--- src/rtl/apb_sched_pkg.sv ---
// apb_sched_pkg: shared state type, bus widths and counter sizing for the APB request scheduler
package apb_sched_pkg;
    typedef enum logic [1:0] {IDLE, SETUP, ACCESS, CAPTURE} state_e;
    localparam int APB_AW = 8;
    localparam int APB_DW = 8;
    // wait counter only has to reach TIMEOUT-1
    function automatic int tmo_cw(input int timeout);
        return (timeout < 2) ? 1 : $clog2(timeout);
    endfunction
endpackage

--- src/rtl/apb_req_scheduler_rr_pick.sv ---
// rr_pick: combinational round-robin selector, first set request at or above ptr_i wrapping modulo N
// ports: req_i request vector, ptr_i search start, any_o some request set, idx_o winner index, onehot_o winner one-hot
module rr_pick #(
    parameter int N  = 4,
    parameter int IW = $clog2(N)
) (
    input  logic [N-1:0]  req_i,
    input  logic [IW-1:0] ptr_i,
    output logic          any_o,
    output logic [IW-1:0] idx_o,
    output logic [N-1:0]  onehot_o
);
    always_comb begin
        logic [IW-1:0] j;
        idx_o = '0;
        j = '0;
        // walk from the farthest candidate back so the closest one to ptr wins
        for (int k = N - 1; k >= 0; k--) begin
            j = IW'((int'(ptr_i) + k) % N);
            idx_o = req_i[j] ? j : idx_o;
        end
    end
    assign any_o = |req_i;
    assign onehot_o = any_o ? N'(1) << idx_o : '0;
endmodule

--- src/rtl/apb_req_scheduler.sv ---
// apb_req_scheduler: round-robin arbiter sequencing single-beat requests from N requesters onto one APB bus
// ports: PCLK/PRST clock and sync reset; REQ/REQ_WR/REQ_ADDR/REQ_DATA requester side; GNT/DONE/RDATA/ERR responses;
//        PSEL/PEN/PWR/PADDR/PWDAT APB master outputs; PRDY/PRDAT slave responses
module apb_req_scheduler
    import apb_sched_pkg::*;
#(
    parameter int N         = 4,
    parameter int TIMEOUT   = 16,
    parameter int RDATA_LAT = 1
) (
    input  logic                PCLK,
    input  logic                PRST,
    input  logic [N-1:0]        REQ,
    input  logic [N-1:0]        REQ_WR,
    input  logic [APB_AW*N-1:0] REQ_ADDR,
    input  logic [APB_DW*N-1:0] REQ_DATA,
    output logic [N-1:0]        GNT,
    output logic [N-1:0]        DONE,
    output logic [APB_DW-1:0]   RDATA,
    output logic                ERR,
    output logic                PSEL,
    output logic                PEN,
    output logic                PWR,
    output logic [APB_AW-1:0]   PADDR,
    output logic [APB_DW-1:0]   PWDAT,
    input  logic                PRDY,
    input  logic [APB_DW-1:0]   PRDAT
);
    localparam int IW = $clog2(N);
    localparam int CW = tmo_cw(TIMEOUT);
    state_e state_q, state_d;
    logic [IW-1:0] ptr_q, ptr_d, w_q, w_d, pick_idx;
    logic [CW-1:0] cnt_q, cnt_d;
    logic [N-1:0] gnt_q, gnt_d, done_q, done_d, pick_oh, w_oh;
    logic [APB_DW-1:0] rdata_q, rdata_d, pwdat_q, pwdat_d;
    logic [APB_AW-1:0] paddr_q, paddr_d;
    logic err_q, err_d, pwr_q, pwr_d, pick_any, tmo;

    rr_pick #(.N(N), .IW(IW)) u_pick (
        .req_i   (REQ),
        .ptr_i   (ptr_q),
        .any_o   (pick_any),
        .idx_o   (pick_idx),
        .onehot_o(pick_oh)
    );

    assign w_oh = N'(1) << w_q;
    // last tolerated low-PRDY cycle; a zero TIMEOUT never aborts
    assign tmo = (TIMEOUT != 0) && (cnt_q == CW'(TIMEOUT - 1));

    always_comb begin
        state_d = state_q;
        ptr_d   = ptr_q;
        w_d     = w_q;
        cnt_d   = cnt_q;
        gnt_d   = '0;
        done_d  = '0;
        err_d   = 1'b0;
        rdata_d = rdata_q;
        pwr_d   = pwr_q;
        paddr_d = paddr_q;
        pwdat_d = pwdat_q;
        case (state_q)
            IDLE: if (pick_any) begin
                state_d = SETUP;
                w_d     = pick_idx;
                gnt_d   = pick_oh;
                ptr_d   = (pick_idx == IW'(N - 1)) ? '0 : pick_idx + 1'b1;
                pwr_d   = REQ_WR[pick_idx];
                paddr_d = APB_AW'(REQ_ADDR >> (pick_idx * APB_AW));
                pwdat_d = APB_DW'(REQ_DATA >> (pick_idx * APB_DW));
            end
            SETUP: begin
                state_d = ACCESS;
                cnt_d   = '0;
            end
            ACCESS: if (PRDY) begin
                state_d = (pwr_q || RDATA_LAT == 0) ? IDLE : CAPTURE;
                done_d  = (pwr_q || RDATA_LAT == 0) ? w_oh : '0;
                rdata_d = (!pwr_q && RDATA_LAT == 0) ? PRDAT : rdata_q;
            end else if (tmo) begin
                state_d = IDLE;
                done_d  = w_oh;
                err_d   = 1'b1;
                rdata_d = '0;
            end else begin
                cnt_d = cnt_q + 1'b1;
            end
            CAPTURE: begin
                state_d = IDLE;
                done_d  = w_oh;
                rdata_d = PRDAT;
            end
            default: state_d = IDLE;
        endcase
    end

    always_ff @(posedge PCLK) begin
        if (PRST) begin
            state_q <= IDLE;
            ptr_q   <= '0;
            w_q     <= '0;
            cnt_q   <= '0;
            gnt_q   <= '0;
            done_q  <= '0;
            err_q   <= 1'b0;
            rdata_q <= '0;
            pwr_q   <= 1'b0;
            paddr_q <= '0;
            pwdat_q <= '0;
        end else begin
            state_q <= state_d;
            ptr_q   <= ptr_d;
            w_q     <= w_d;
            cnt_q   <= cnt_d;
            gnt_q   <= gnt_d;
            done_q  <= done_d;
            err_q   <= err_d;
            rdata_q <= rdata_d;
            pwr_q   <= pwr_d;
            paddr_q <= paddr_d;
            pwdat_q <= pwdat_d;
        end
    end

    assign GNT   = gnt_q;
    assign DONE  = done_q;
    assign ERR   = err_q;
    assign RDATA = rdata_q;
    assign PSEL  = (state_q == SETUP) || (state_q == ACCESS);
    assign PEN   = state_q == ACCESS;
    assign PWR   = pwr_q;
    assign PADDR = paddr_q;
    assign PWDAT = pwdat_q;
endmodule

--- config.mk ---
export PLATFORM = sky130hd
export DESIGN_NAME = apb_req_scheduler
export DESIGN_NICKNAME = d
export VERILOG_FILES = /design/src/rtl/apb_sched_pkg.sv /design/src/rtl/apb_req_scheduler_rr_pick.sv /design/src/rtl/apb_req_scheduler.sv
export SDC_FILE = /design/constraint.sdc
export NUM_CORES = 1
export LEC_CHECK = 0
export ABC_AREA = 1
export BUFFER_PORTS_ARGS = -buffer_cell sky130_fd_sc_hd__buf_4
export CAP_MARGIN = 20
export CORE_MARGIN = 2
export CORE_UTILIZATION = 50
export DETAILED_ROUTE_END_ITERATION = 8
export GPL_TIMING_DRIVEN = 1
export HOLD_SLACK_MARGIN = 0.08
export PLACE_DENSITY = 0.84
export SYNTH_ARGS = -nofsm -noshare
export SYNTH_HDL_FRONTEND = slang
export SYNTH_HIERARCHICAL = 1
export SYNTH_SLANG_ARGS = --single-unit
--- constraint.sdc ---
create_clock -name PCLK -period 3.02 [get_ports PCLK]
set_clock_uncertainty 0.05 [all_clocks]
set_input_delay 0.302 -clock PCLK [delete_from_list [all_inputs] [get_ports PCLK]]
set_output_delay 0.302 -clock PCLK [all_outputs]
set_load 0.1 [all_outputs]
==> impl_metrics.env <==
export IMPL_status="finished clean"
export IMPL_antenna_left=0
export IMPL_slew_viol_final=0
export IMPL_p_per_area_nw_per_um2=1080
export IMPL_worst_path_buf_inv=2
export IMPL_row_count=26
export IMPL_holdPathEnd="RDATA[0]"
export IMPL_synth_seq_cells=44
export IMPL_synth_xor_area_share_pct=0
export IMPL_clockBufferDepth=2
export IMPL_io_pins=119
export IMPL_worstSetupEndpointType="flip-flop"
export IMPL_htree_levels=2
export IMPL_path_delay_family="simple AND/OR/NAND/NOR gates"
export IMPL_crit_fanout=38
export IMPL_first_pass_iters=4
export IMPL_clk_pin_slew_ns=0.08
export IMPL_cts_resized=0
export IMPL_hp_class="in -> reg"
export IMPL_tritoncts="done"
export IMPL_relSlewSlack_pct=55.5
export IMPL_io_buffer_count=118
export IMPL_cts_root_buf="clkbuf_8"
export IMPL_total_power_mw=3.91
export IMPL_setup_viol=0
export IMPL_final_cells=605
export IMPL_max_freq_ghz=0.399
export IMPL_syn_area_per_cell_um2=6.21
export IMPL_synthCells=424
export IMPL_drcViolationCount=0
export IMPL_cp_cell_sequence="inv_1 > nand2_1 > nand2_1 > nor2_1 > nand3_1 > nand3_1 > nand2_2 > nand2_2 > buf_4 > ha_1 > o21ai_0 > nor2_1"
export IMPL_tightest_slew_ns=0.667
export IMPL_fin_hold_ws_ns=0.176
export IMPL_die_h_um=76.5
export IMPL_core_area_um2=5110
export IMPL_insertion_delay_ns=0.30
export IMPL_detail_route_wirelength_um=7290
export IMPL_hp_start="PRDAT[0]"
export IMPL_start_util_pct=51.5
export IMPL_drive_above_1_share_pct=28.0
export IMPL_place_inst=597
export IMPL_crit_slowest_cell="dfxtp_1"
export IMPL_n_antenna_cell=0
export IMPL_routed_via_density=5.03
export IMPL_critPathRequiredTime_ns=3.16
export IMPL_min_delay_path_depth=3
export IMPL_place_hpwl_um=5620
export IMPL_die_x_um=76.5
export IMPL_fin_crit_sh_pct=82.9
export IMPL_critPathMaxStageDelay_ns=0.54
export IMPL_worst_ir_drop_vdd_mv=0.723
export IMPL_grtUsageTotal_pct=25.4
export IMPL_postCtsSetupBuffers=0
export IMPL_cts_sinks=44
export IMPL_grt_pass1_wl_um=12200
export IMPL_synth_top_family_by_area="simple AND/OR/NAND/NOR gates"
export IMPL_maxCapViolCount=0
export IMPL_cts_buffers=5
export IMPL_arrival_ns=2.64
export IMPL_reg2reg_from="ptr_q[0]"
export IMPL_antenna_found_initial=0
export IMPL_crit_path_start_kind="flip-flop"
export IMPL_hold_buffers=0
export IMPL_crit_type="reg -> reg"
export IMPL_post_route_min_period_ns=2.50
export IMPL_tns_ns=0
export IMPL_grt_pass1_vias=2659
export IMPL_ys_warn_count=6
export IMPL_rsz0062_at_grt="no"
export IMPL_synth_area_um2=2630
export IMPL_synthDistinctLibCells=26
export IMPL_rr_endpoint="ptr_q[1]"
export IMPL_synth_compound_gate_area_share_pct=18.3
export IMPL_p_leak_nw=1.89
export IMPL_r2r_slack_ns=0.52
export IMPL_ys_seq_area_share_pct=33.5
export IMPL_hold_viol_final=0
export IMPL_vias=3045
export IMPL_die_area_um2=5860
export IMPL_fin_nets=623
export IMPL_synth_mux_area_fraction_pct=0
export IMPL_synth_fp_nets=513
export IMPL_synthAdderAreaFrac_pct=2.85
export IMPL_wire_per_inst_um=12.0
export IMPL_synthToLayoutAreaGrowth_pct=37.4
export IMPL_grt_ovfl_total=0
export IMPL_drt_initial_drc_count=179
export IMPL_yosys_area_share_simple_pct=34.6
export IMPL_grt_max_degree=39
export IMPL_final_util_pct=70.8
export IMPL_gp_congestion=0.894
export IMPL_rr_worst_depth=12
## Yosys cell counts
cell type	n	area, um2
nand4_2	1	12.5
nor2_4	1	11.3
nor2_1	103	387
dfxtp_1	44	881
ha_1	6	75.1
nand2_1	94	353
o22ai_1	1	6.26
nand3_1	14	70.1
o21ai_0	45	225
inv_2	4	15.0
buf_2	8	40.0
or2_2	1	6.26
inv_1	43	161
nand2_2	3	18.8
clkbuf_1	5	18.8
buf_6	1	11.3
nand2_4	1	11.3
a21oi_1	6	30.0
a21oi_2	8	70.1
buf_4	4	30.0
nand3_2	1	10.0
o211ai_1	11	82.6
inv_4	1	6.26
a21boi_0	1	7.51
o21ai_1	12	60.1
nand4_1	5	31.3
## tightest hold or removal path, cell delays in order
cell	delay (ns)
buf_4	0.08
a21oi_2	0.04
nor2_1	0.07
## flip-flops by register name, indices dropped and copies added (netlist names)
| register | count |
|---|---|
| ERR | 1 |
| ptr_q | 2 |
| w_q | 2 |
| PADDR | 8 |
| GNT | 4 |
| PWDAT | 8 |
| RDATA | 8 |
| cnt_q | 4 |
| DONE | 4 |
| state_q | 2 |
| PWR | 1 |
## routing by layer
layer  wire length (um)  vias to the layer above  GRT usage [%]
met5                  0                        -              0
met4                159                        0           8.91
met3                553                       14           5.81
met2               3560                      125           44.0
met1               3020                     1346           30.8
li1                   -                     1560              -
## power breakdown
group / total (mW) / internal, mW / switching, mW
clock network: 0.363 / 0.161 / 0.202
registers: 0.841 / 0.739 / 0.102
logic: 2.70 / 0.727 / 1.98
total: 3.91 / 1.63 / 2.28
## worst max path at each step
stage	startpoint	to	slack, ns	depth (start not counted)
2_1_floorplan	state_q[0]	RDATA[0]	0.86	9
3_3_place_gp	ptr_q[0]	ptr_q[1]	0.65	12
3_5_place_dp	ptr_q[0]	ptr_q[1]	0.57	12
5_1_grt	ptr_q[0]	PADDR[6]	0.18	15
6_report	ptr_q[0]	ptr_q[1]	0.52	12
4_1_cts	ptr_q[0]	ptr_q[1]	0.53	12
## cell type report
class                   instances  area, um2
clock buffers                   5       68.8
repair buffers                121        908
multi-input cells             314       1470
fillers                       484       1490
flip-flops and latches         44        881
inverters                      48        183
clock inverters                 3       18.8
well taps                      70       87.6
## cell families after synthesis
logic type      after synthesis
buf+inv                      66
fa+ha+maj                     6
simple gates                224
flops                        44
compound gates               84
## cells in the final DEF (no fill, tap or decap)
cell type	Yosys	final
nand3_1	14	14
o21ai_1	12	12
nor2_1	103	103
ha_1	6	6
nand2_2	3	3
inv_1	43	43
o21ai_0	45	45
or2_2	1	1
nand2_4	1	1
a21oi_1	6	6
o22ai_1	1	1
inv_4	1	1
nand2_1	94	94
nand4_1	5	5
inv_2	4	4
a21oi_2	8	8
nand3_2	1	1
clkinv_4	0	1
nand4_2	1	1
o211ai_1	11	11
clkinv_2	0	2
buf_4	4	121
dfxtp_1	44	44
nor2_4	1	1
a21boi_0	1	1
clkbuf_8	0	5
## stage by stage
stage / setup slack, ns / cell area (um2)
global route: 0.182 / 3610
global placement: 0.645 / 3530
CTS: 0.531 / 3610
finish: 0.515 / 3610
floorplan: 0.859 / 2630
detailed placement: 0.569 / 3530
No activity file was read; power rests on OpenSTA's default activity.
